`config.mk`:
```
export PLATFORM = sky130hd
export DESIGN_NAME = dtc_master_link
export DESIGN_NICKNAME = d
export VERILOG_FILES = /design/src/rtl/dtc_master_link.sv
export SDC_FILE = /design/constraint.sdc
export NUM_CORES = 1
export LEC_CHECK = 0
export CAP_MARGIN = 25
export CORE_UTILIZATION = 35
export DETAILED_ROUTE_END_ITERATION = 16
export PLACE_DENSITY = 0.67
export RECOVER_POWER = 100
export SYNTH_ARGS = -nofsm -noshare
export SYNTH_HDL_FRONTEND = slang
export SYNTH_SLANG_ARGS = --single-unit
```
`constraint.sdc`:
```
create_clock -name dtc_clk -period 4.6 [get_ports dtc_clk]
set_input_delay 1.38 -clock dtc_clk [delete_from_list [all_inputs] [get_ports dtc_clk]]
set_output_delay 1.38 -clock dtc_clk [all_outputs]
set_load 0.005 [all_outputs]
```
`src/rtl/dtc_master_link.sv`:
```
// dtc_master_link
// Initiator end of the DTC slow-control link. A command is taken from the
// cmd_* handshake and sent MSB first on dtc_data: start bit, rw, addr,
// wdata (writes only) and an even-parity bit. The reply from the FEC then
// arrives on dtc_return: start bit, 32 data bits and an even-parity bit.
// The reply is returned as a one-cycle rsp_valid strobe. If no reply start
// bit arrives within TIMEOUT_CYC cycles, the command ends with a timeout.
//
// Ports
//   dtc_clk     link bit clock, one serial bit per cycle
//   rst_n       synchronous active-low reset
//   cmd_valid   command request
//   cmd_ready   high only while idle
//   cmd_write   1 = write, 0 = read
//   cmd_addr    register address (ADDR_W bits)
//   cmd_wdata   write data, unused for reads
//   rsp_valid   one-cycle reply strobe
//   rsp_data    read value or echoed write data, held until the next reply
//   rsp_err     00 ok, 01 timeout, 10 reply parity error
//   busy        high whenever a command is in flight
//   err_cnt     saturating count of replies with rsp_err != 00
//   dtc_data    serial command line to the FEC, 0 when no frame bit is sent
//   dtc_return  serial reply line from the FEC (asynchronous)
module dtc_master_link #(
  parameter int ADDR_W      = 16,
  parameter int TIMEOUT_CYC = 1024
) (
  input  logic              dtc_clk,
  input  logic              rst_n,
  input  logic              cmd_valid,
  output logic              cmd_ready,
  input  logic              cmd_write,
  input  logic [ADDR_W-1:0] cmd_addr,
  input  logic [31:0]       cmd_wdata,
  output logic              rsp_valid,
  output logic [31:0]       rsp_data,
  output logic [1:0]        rsp_err,
  output logic              busy,
  output logic [15:0]       err_cnt,
  output logic              dtc_data,
  input  logic              dtc_return
);

  // Bits that follow the start bit in a write frame: rw + addr + data + parity.
  localparam int SH_W  = ADDR_W + 34;
  localparam int CNT_W = $clog2(SH_W + 1);
  localparam int TC_W  = $clog2(TIMEOUT_CYC + 1);

  // The start bit goes out at acceptance, so the counter holds the bits left after it.
  localparam logic [CNT_W-1:0] CNT_WR = CNT_W'(SH_W);
  localparam logic [CNT_W-1:0] CNT_RD = CNT_W'(ADDR_W + 2);
  localparam logic [TC_W-1:0]  TC_MAX = TC_W'(TIMEOUT_CYC);

  typedef enum logic [2:0] {IDLE, SEND, WAIT, RECV, DONE} state_t;

  state_t            state_reg, state_next;
  logic              ready_reg, ready_next;
  logic [SH_W-1:0]   sh_reg, sh_next;
  logic [CNT_W-1:0]  bit_cnt_reg, bit_cnt_next;
  logic [TC_W-1:0]   tcnt_reg, tcnt_next;
  logic [31:0]       rx_reg, rx_next;
  logic [5:0]        rcnt_reg, rcnt_next;
  logic [31:0]       rsp_data_reg, rsp_data_next;
  logic [1:0]        rsp_err_reg, rsp_err_next;
  logic [15:0]       err_cnt_reg, err_cnt_next;
  logic              dtc_data_reg, dtc_data_next;
  logic [1:0]        sync_reg;
  logic              ret_s;
  logic              bump;

  // Two-flop synchroniser: a pin value in cycle c is visible to the FSM in cycle c+2.
  assign ret_s = sync_reg[1];

  always_ff @(posedge dtc_clk) begin
    if (!rst_n) begin
      state_reg    <= IDLE;
      ready_reg    <= 1'b0;
      sh_reg       <= '0;
      bit_cnt_reg  <= '0;
      tcnt_reg     <= '0;
      rx_reg       <= '0;
      rcnt_reg     <= '0;
      rsp_data_reg <= '0;
      rsp_err_reg  <= 2'b00;
      err_cnt_reg  <= '0;
      dtc_data_reg <= 1'b0;
      sync_reg     <= '0;
    end else begin
      state_reg    <= state_next;
      ready_reg    <= ready_next;
      sh_reg       <= sh_next;
      bit_cnt_reg  <= bit_cnt_next;
      tcnt_reg     <= tcnt_next;
      rx_reg       <= rx_next;
      rcnt_reg     <= rcnt_next;
      rsp_data_reg <= rsp_data_next;
      rsp_err_reg  <= rsp_err_next;
      err_cnt_reg  <= err_cnt_next;
      dtc_data_reg <= dtc_data_next;
      sync_reg     <= {sync_reg[0], dtc_return};
    end
  end

  always_comb begin
    state_next    = state_reg;
    sh_next       = sh_reg;
    bit_cnt_next  = bit_cnt_reg;
    tcnt_next     = tcnt_reg;
    rx_next       = rx_reg;
    rcnt_next     = rcnt_reg;
    rsp_data_next = rsp_data_reg;
    rsp_err_next  = rsp_err_reg;
    err_cnt_next  = err_cnt_reg;
    dtc_data_next = 1'b0;
    bump          = 1'b0;

    case (state_reg)
      IDLE: begin
        if (cmd_valid && ready_reg) begin
          state_next    = SEND;
          dtc_data_next = 1'b1;
          if (cmd_write) begin
            bit_cnt_next = CNT_WR;
            sh_next      = {1'b1, cmd_addr, cmd_wdata, ^{1'b1, cmd_addr, cmd_wdata}};
          end else begin
            // Read frames are shorter; the unused tail is never shifted out.
            bit_cnt_next = CNT_RD;
            sh_next      = {1'b0, cmd_addr, ^cmd_addr, 32'h0};
          end
        end
      end
      SEND: begin
        if (bit_cnt_reg != '0) begin
          dtc_data_next = sh_reg[SH_W-1];
          sh_next       = {sh_reg[SH_W-2:0], 1'b0};
          bit_cnt_next  = bit_cnt_reg - CNT_W'(1);
        end else begin
          state_next = WAIT;
          tcnt_next  = '0;
        end
      end
      WAIT: begin
        // A start bit wins over an expiring counter in the same cycle.
        if (ret_s) begin
          state_next = RECV;
          rcnt_next  = '0;
        end else if (tcnt_reg == TC_MAX) begin
          state_next    = DONE;
          rsp_data_next = '0;
          rsp_err_next  = 2'b01;
          bump          = 1'b1;
        end else begin
          tcnt_next = tcnt_reg + TC_W'(1);
        end
      end
      RECV: begin
        if (rcnt_reg == 6'd32) begin
          // ret_s is the parity bit here; the reply is good when total parity is even.
          state_next    = DONE;
          rsp_data_next = rx_reg;
          rsp_err_next  = (^{rx_reg, ret_s}) ? 2'b10 : 2'b00;
          bump          = ^{rx_reg, ret_s};
        end else begin
          rx_next   = {rx_reg[30:0], ret_s};
          rcnt_next = rcnt_reg + 6'd1;
        end
      end
      DONE: begin
        state_next = IDLE;
      end
      default: begin
        state_next = IDLE;
      end
    endcase

    if (bump && (err_cnt_reg != 16'hFFFF)) begin
      err_cnt_next = err_cnt_reg + 16'd1;
    end
  end

  // Registered so that cmd_ready stays low while reset is held.
  assign ready_next = (state_next == IDLE);

  assign cmd_ready = ready_reg;
  assign busy      = (state_reg != IDLE);
  assign rsp_valid = (state_reg == DONE);
  assign rsp_data  = rsp_data_reg;
  assign rsp_err   = rsp_err_reg;
  assign err_cnt   = err_cnt_reg;
  assign dtc_data  = dtc_data_reg;

endmodule

```
==> reports/summary.txt <==
Width of the chip - 144 um
Post-DP HPWL - 10.7 mm
PwrDens - 431 mW/mm2
Flop2flop setup slack - 1.59 ns
Max Fclk - 0.278 GHz
Antenna diodes - 0
Synth top area share - 45.8%
Antenna violations before repair - 0
Req. time, crit path - 4.91 ns
Setup CP Type - in2reg
DRC Markers - 0
Post-Synthesis Net Count - 858
Finish-stage setup viols - 0
Slowest-stage cell, CP - clkbuf_2
Clock Skew - 0.00697 ns
Largest cells by area after synthesis - dfxtp_1, xnor2_1, nor2_1
CP Launch Type - primary input
Largest family of logic cells by synthesized area - simple AND/OR/NAND/NOR gates
Simple-gate share of the synthesized area - 18.4%
Ys Warns - 0
Leakage - 3.16 nW
DR vias - 5957
Setup TNS - 0 ns
Slew Limit Headroom - 27.6%
Number of flip-flops in the largest register - 50
Vias in the first global route - 5472
Count leader, synth - dfxtp_1
Max_cap viols - 0
Crit path DAT - 3.91 ns
Dominant cell type by area after synthesis - dfxtp_1
Compound-cell area share of the yosys netlist - 16.5%
Vias per cell - 5.14
Critical Path Fanout Max - 53
Area grow syn2layout - 25.8%
R2R depth - 8
Num CTS Buffers - 17
Final GP Congestion - 0.769
CTS tree - yes
Port bufs - 106
Largest net degree at the start of global routing - 54
Synth cell count leaders - dfxtp_1, nor2_1, nand2_1
First-pass GRT wire length - 26.8 mm
Crit share post-route - 78.1%
WP buf/inv - 4
Row count - 51
Ports - 107
Worst-margin pin slew - 1.09 ns
Hold Path Depth - 1
Unrepaired setup endpoints after global routing - no
Critical path's largest stage delay - 0.69 ns
Pins over their slew limit - 0
Post-synthesis sequential area ratio - 45.8%
Layout Utilization - 45.3%
Hold Crit Class - reg2reg
Worst-case clock buffer depth - 2
VDD IR-drop max - 0.250 mV
Hold_buf cts - 0
CTS resizes - 0
Syn Area/Cell - 8.86 um2
Total GRT Usage - 16.2%
Core area - 0.0197 mm2
Grt total ovfl - 0
XOR/XNOR Fraction of Synth Area - 11.9%
Wire length per cell - 13.9 um
Synth Instances - 799
Final wirelength - 16.1 mm
CTS root buffer - clkbuf_16
Yosys reg bits - 162
Final hold violations - 0
Status - finished, final reports clean
Final min period - 3.59 ns
Number of distinct library cells after synthesis - 43
Initial DRC count - 402
Die Ht - 144 um
Worst path cell trace - dlygate4sd3_1, clkbuf_1, inv_4, clkbuf_2, a221oi_1
WHS Endpoint - sync_reg[1]$_SDFF_PN0_
Setup crit end kind - flop
Pre-antenna DRT Iters - 6
Mapped Area - 0.00708 mm2
H-tree depth - 4
Post-CTS setup buffers - 0
Adder-Cell Fraction of Synth Area - 1.06%
Initial core utilization - 36.0%
Nets - 940
Asr flop ratio synth - 0%
Worst r2r src - sync_reg[1]$_SDFF_PN0_
Crit path max-delay family - buffers and inverters
Worst-skew pair later-pin latency - 0.42 ns
CTS Sinks - 162
Layout cell share with drive strength beyond 1 - 5.26%
Clock transition at the registers of the reported paths - 0.06 ns
Worst hold start - sync_reg[0]$_SDFF_PN0_
Multiplexer share of the synthesized area - 2.69%
Post-synth EDFFs - 0
Die Area - 0.0208 mm2
# fillers - 1928
Reg2reg end - err_cnt[1]$_SDFFE_PN0P_
Final ANT Viol Nets - 0
Synth Flop Type - dfxtp_1
==> final cells by class <==
| class | count | area [um2] | area share (%) |
|---|---|---|---|
| multi-input cells | 569 | 3590 | 40.3 |
| flip-flops and latches | 162 | 3240 | 36.4 |
| repair buffers | 121 | 1150 | 12.9 |
| clock buffers | 23 | 468 | 5.25 |
| well taps | 265 | 332 | 3.72 |
| clock inverters | 9 | 82.6 | 0.927 |
| inverters | 10 | 40.0 | 0.449 |
==> layout by cell type (no fill, tap or decap), types with 18 or more instances in the layout <==
cell type / count
a21oi_1: 55
a222oi_1: 32
a22oi_1: 33
clkdlybuf4s50_1: 50
dfxtp_1: 162
dlygate4sd3_1: 56
mux2i_1: 18
nand2_1: 93
nor2_1: 111
xnor2_1: 68
xor2_1: 20
==> worst max path at each step <==
| stage | start | end | slack [ns] | depth (start not counted) |
|---|---|---|---|---|
| finish | rst_n | bit_cnt_reg[1]$_SDFFE_PN0P_ | 1.01 | 5 |
| global route | rst_n | bit_cnt_reg[1]$_SDFFE_PN0P_ | 0.73 | 5 |
| CTS | state_reg[2]$_SDFF_PN0_ | rsp_valid | 1.45 | 2 |
| detailed placement | cmd_valid | sh_reg[7]$_SDFFE_PN0P_ | 1.03 | 8 |
| global placement | cmd_valid | sh_reg[3]$_SDFFE_PN0P_ | 1.08 | 8 |
| floorplan | cmd_valid | bit_cnt_reg[0]$_SDFFE_PN0P_ | 1.82 | 8 |
==> where the power goes <==
part,leakage (nW),switching [mW],total [mW],internal (mW)
sequential,1.31,0.0953,1.64,1.54
combinational,1.60,0.473,0.870,0.397
clock,0.255,0.558,1.33,0.770
total,3.16,1.13,3.84,2.71
==> metrics by stage <==
stage	total power [mW]	hold WS, ns	cells	worst slack, ns	area, um2
2_1_floorplan	2.31	0.412	799	1.82	7080
3_3_place_gp	2.54	0.449	1127	1.08	8400
3_5_place_dp	2.55	0.450	1127	1.03	8400
4_1_cts	3.90	0.458	1159	1.45	8950
5_1_grt	4.05	0.485	1159	0.735	8910
6_report	3.84	0.457	1159	1.01	8910
==> metal layers <==
metal | wire length (um) | part of all wire, % | vias up | GRT usage [%]
li1 | - | - | 2999 | -
met1 | 7550 | 47 | 2797 | 20.6
met2 | 7600 | 47 | 146 | 26.6
met3 | 766 | 4.8 | 15 | 3.87
met4 | 179 | 1.1 | 0 | 6.04
met5 | 0 | 0 | - | 0
==> logic make-up after synthesis <==
| logic type | count (synthesis) |
|---|---|
| xor+xnor | 91 |
| compound gates | 164 |
| buf+inv | 68 |
| fa+ha+maj | 6 |
| mux | 19 |
| flops | 162 |
| simple gates | 289 |
Power figures use the tool's default switching activity.
==> edit 1: new RTL, config.mk and constraints unchanged <==
Take the reset off `sh_reg` and load it in a clocked block of its own.
--- a/src/rtl/dtc_master_link.sv
+++ b/src/rtl/dtc_master_link.sv
@@ -77,3 +77,2 @@
       ready_reg    <= 1'b0;
-      sh_reg       <= '0;
       bit_cnt_reg  <= '0;
@@ -90,3 +89,2 @@
       ready_reg    <= ready_next;
-      sh_reg       <= sh_next;
       bit_cnt_reg  <= bit_cnt_next;
@@ -101,2 +99,6 @@
     end
+  end
+
+  always_ff @(posedge dtc_clk) begin
+    sh_reg <= sh_next;
   end
Behaviour: same outputs for any inputs over 10 cycles, from zero or initial values and one cycle with rst_n low; that may be too few to reach the edited logic, so the function may still have changed.
==> edit 1 against the unedited design <==
  * The run now ends with capacitance limit, slew limit left
  * Synthesized cell count up 6.6%
  * Non-clock buffer count down 3
  * Setup slack better by 290 ps
  * Count of clock-buffer cells in the layout down 6
  * Area after synthesis up 4.9%
  * Worst hold slack worse by 22 ps
  * Sequential cell count unchanged
  * Routed wire length down 4.6%
  * Cell area up 4.9%
  * Global-route usage down 1.5 points
  * Die area up 4.8%
  * Sequential power up 15%
  * Power up 7.6%
  * Largest cell class is now registers
==> edit 1: results (changes against the unedited design) <==
Final Max Tran Viols=100 (+100); Final Instance Count excl. Fillers=1224 (+5.6%); MaxCap Viol Count=2 (+2); crit path DAT=3600 ps (-310 ps); largest net degree at the start of global routing=57 (+5.6%); clock skew=8.62 ps (+1.65 ps); metal2 WL=7410 µm (-2.6%); first-pass GRT wire length=25900 µm (-3.3%); Netlist cell types=52 (+21%); clock share of power=0.348 (+0.002); fillcell total=2014 (+4.5%); Post-synth EDFFs=50 (+50); total power=4.13 mW (+7.6%); sequential share of the synthesized area=0.504 (+0.0461); mux contribution to synthesized area=0.0152 (-0.0117); adder-cell share of the synthesized area=0.0101 (-0.000493); worst-path maximum fanout=48 (-9.4%); Placer Congestion=0.769 (about the same); status=finished, violations left; met3 wire length=589 µm (-23%); fraction of area in multi-input gates=0.372 (-0.0315); clock network area share=0.0656 (+0.00382); nonclk buf count=118 (-2.5%); Post-Synth XOR/XNOR Area=0.116 (-0.00265); post-layout net count=1000 (+6.4%); Iteration-0 DRC Markers=235 (-42%); failing checks=capacitance limit, slew limit; Worst R2R Start=state_reg[0]; pre-CTS setup slack=1100 ps (+72.7 ps); Post-Syn Area per Cell=8.72 µm² (-1.6%); share of layout cells above drive strength 1=0.0556 (+0.00298); gr usage total=0.148 (-0.0149); Switching Power=1.24 mW (+10%)
edit 1: cell types whose count changed after synthesis, sizes merged, moves of 7 or more:
cell,delta
nand3,+59
nor2,-70
nand2,+147
or4,-11
a211oi,-17
edfxtp,+50
dfxtp,-50
xnor2,+7
o31ai,-11
clkbuf,-10
mux2i,-9
a21oi,+27
a22oi,-33
a222oi,-32
edit 1: worst paths after layout:
path / slack (ps) / cells past startpoint / endpoint
max: 1300 / 4 / rx_reg[4]
min: 440 / 1 / sync_reg[1]
max reg2reg: 1580 / 6 / bit_cnt_reg[5]
min reg2reg: 440 / 1 / sync_reg[1]
edit 1: stage by stage:
| step | utilization | area (µm²) |
|---|---|---|
| global placement | 0.426 | 8740 |
| CTS | 0.456 | 9350 |
| finish | 0.456 | 9350 |
| floorplan | - | 7430 |
| detailed placement | 0.426 | 8740 |
| global route | 0.456 | 9350 |
edit 1: worst max-delay path, stage by stage:
cell and delay, ps:
dlygate4sd3_1 550, inv_1 1090, buf_4 490, a21oi_1 80
==> edit 2: new RTL, same settings <==
Without the edit above. Change the parameter `TIMEOUT_CYC` from 1024 to 2048.
--- a/src/rtl/dtc_master_link.sv
+++ b/src/rtl/dtc_master_link.sv
@@ -25,3 +25,3 @@
   parameter int ADDR_W      = 16,
-  parameter int TIMEOUT_CYC = 1024
+  parameter int TIMEOUT_CYC = 2048
 ) (
Check against the original RTL: no difference found for any inputs over 10 cycles, from zero or initial values and one cycle with rst_n low; that may be too few to reach the edited logic, so the function may still have changed.
==> edit 2 against the unedited design <==
  * The flow now finishes with violations (capacitance limit, slew limit)
  * Area after synthesis down 0.39%
  * Setup slack worse by 40 ps
  * Routed wire length decreased by 0.46%
  * Global-route usage grew 0.12 points
  * Power up 1.8%
  * Clock skew is 5.5 ps higher
  * Maximum frequency shrank 1.1%
  * Cell area down 0.27%
  * Sequential cell count increased by 1
  * Largest power group unchanged
==> edit 2: results (changes against the unedited design) <==
Final Max Tran Viols=39 (+39); Placed Area=8330 µm² (-0.88%); crit path DAT=3880 ps (-30 ps); register area=3260 µm² (+0.62%); routed via count=5891 (-1.1%); switching share of power=0.293 (-0.000741); hold path endpoint=sync_reg[1]; mux contribution to synthesized area=0.00284 (-0.0240); failing checks=capacitance limit, slew limit; Worst Hold Class=reg -> reg; Vias/cell=5.04 (-2.0%); DP Cell Count=1140 (+1.2%); Compound-Gate Fraction of Synth Area=0.166 (+0.000997); hold path depth=1 (unchanged); fillcell total=1919 (-0.47%); syn_nets=872 (+1.6%); vias in the first global route=5424 (-0.88%); Slew headroom=-0.0755 (-0.352); slowest cell on the critical path=clkbuf_1; R2R Setup Slk=1500 ps (-90 ps); Synth Instances=813 (+1.8%); pre-CTS setup slack=1350 ps (+325 ps); share of layout cells above drive strength 1=0.0464 (-0.00616); Max Clk Rate=275 MHz (-1.1%); sequential share of the synthesized area=0.462 (+0.00462); Worst R2R Start=rx_reg[3]; Met1 Wirelength=7740 µm (+2.5%); Crit path largest cell delay=910 ps (+220 ps); LEAKAGE=3.21 nW (+1.5%); Iteration-0 DRC Markers=387 (-3.7%); highest routed layer=met4; first-pass GRT wire length=27000 µm (+0.57%); adder-cell share of the synthesized area=0.0106 (+0.0000414); Post-Synth XOR/XNOR Area=0.125 (+0.00667); clock skew=12.5 ps (+5.50 ps); initial antenna violation count=0 (unchanged); Post-Route WL=16000 µm (-0.46%); hold_sp=sync_reg[0]; synth cell count leaders=163 x dfxtp_1, 124 x nor2_1, 122 x nand2_1, 70 x xnor2_1, 49 x clkbuf_1; status=finished, violations left; gr usage total=0.164 (+0.00120); largest net degree at the start of global routing=75 (+39%); metal2 WL=7400 µm (-2.7%); Netlist cell types=49 (+14%); HPWL Detailed=10700 µm (-0.76%); r2r endpoint=err_cnt[4]; Initial DRT Pass Iterations=8 (+2); met3 wire length=678 µm (-11%); VDD IR-drop max=0.279 mV (+12%); Synth area leaders=dfxtp_1 46%, xnor2_1 8.7%, nor2_1 6.6%; MaxCap Viol Count=1 (+1); WHS=434 ps (-23.2 ps); Placer Congestion=0.787 (+2.3%); worst-path maximum fanout=74 (+40%); post-layout net count=953 (+1.4%); htree depth=4 (unchanged)
==> edit 2: cell types whose count changed in the layout (fill, tap and decap cells not counted), moves of 7 or more <==
| cell | unedited run | this run |
|---|---|---|
| a211oi_1 | 17 | 2 |
| a21oi_1 | 55 | 48 |
| a311oi_1 | 0 | 16 |
| mux2i_1 | 18 | 2 |
| nand2_1 | 93 | 122 |
| nor2_1 | 111 | 123 |
| o31ai_1 | 13 | 6 |
| or4_1 | 14 | 6 |
==> edit 2: per-layer routing <==
metal | GRT usage | vias to the layer above
li1 | - | 3013
met1 | 0.218 | 2716
met2 | 0.261 | 149
met3 | 0.0374 | 13
met4 | 0.0526 | 0
met5 | 0 | -
==> edit 2: power by group through the flow <==
stage	combinational (mW)	clock [mW]	sequential, mW
6_report	0.844	1.42	1.64
5_1_grt	0.943	1.52	1.66
4_1_cts	0.864	1.46	1.64
3_5_place_dp	0.857	0	1.67
3_3_place_gp	0.847	0	1.67
2_1_floorplan	0.650	0	1.64
==> edit 2: worst max-delay path by stage <==
stage / startpoint / endpoint / cells past startpoint
floorplan: cmd_valid / bit_cnt_reg[4] / 8
global placement: cmd_wdata[15] / sh_reg[0] / 9
finish: rst_n / sh_reg[46] / 5
detailed placement: cmd_wdata[15] / sh_reg[0] / 9
CTS: state_reg[0] / rsp_valid / 2
global route: rst_n / sh_reg[24] / 5
==> edit 2: layout make-up <==
type	instances	share of cell area
clock inverters	9	0.0149
repair buffers	118	0.127
flip-flops and latches	163	0.367
well taps	265	0.0373
multi-input cells	585	0.399
inverters	9	0.00408
clock buffers	21	0.0507
==> edit 2: logic make-up after synthesis <==
group,after synthesis
AND/OR/NAND/NOR,322
adder cells (fa/ha/maj),6
buffers and inverters,65
multiplexers,2
flip-flops,163
AO/OA/AOI/OAI,159
XOR/XNOR,96
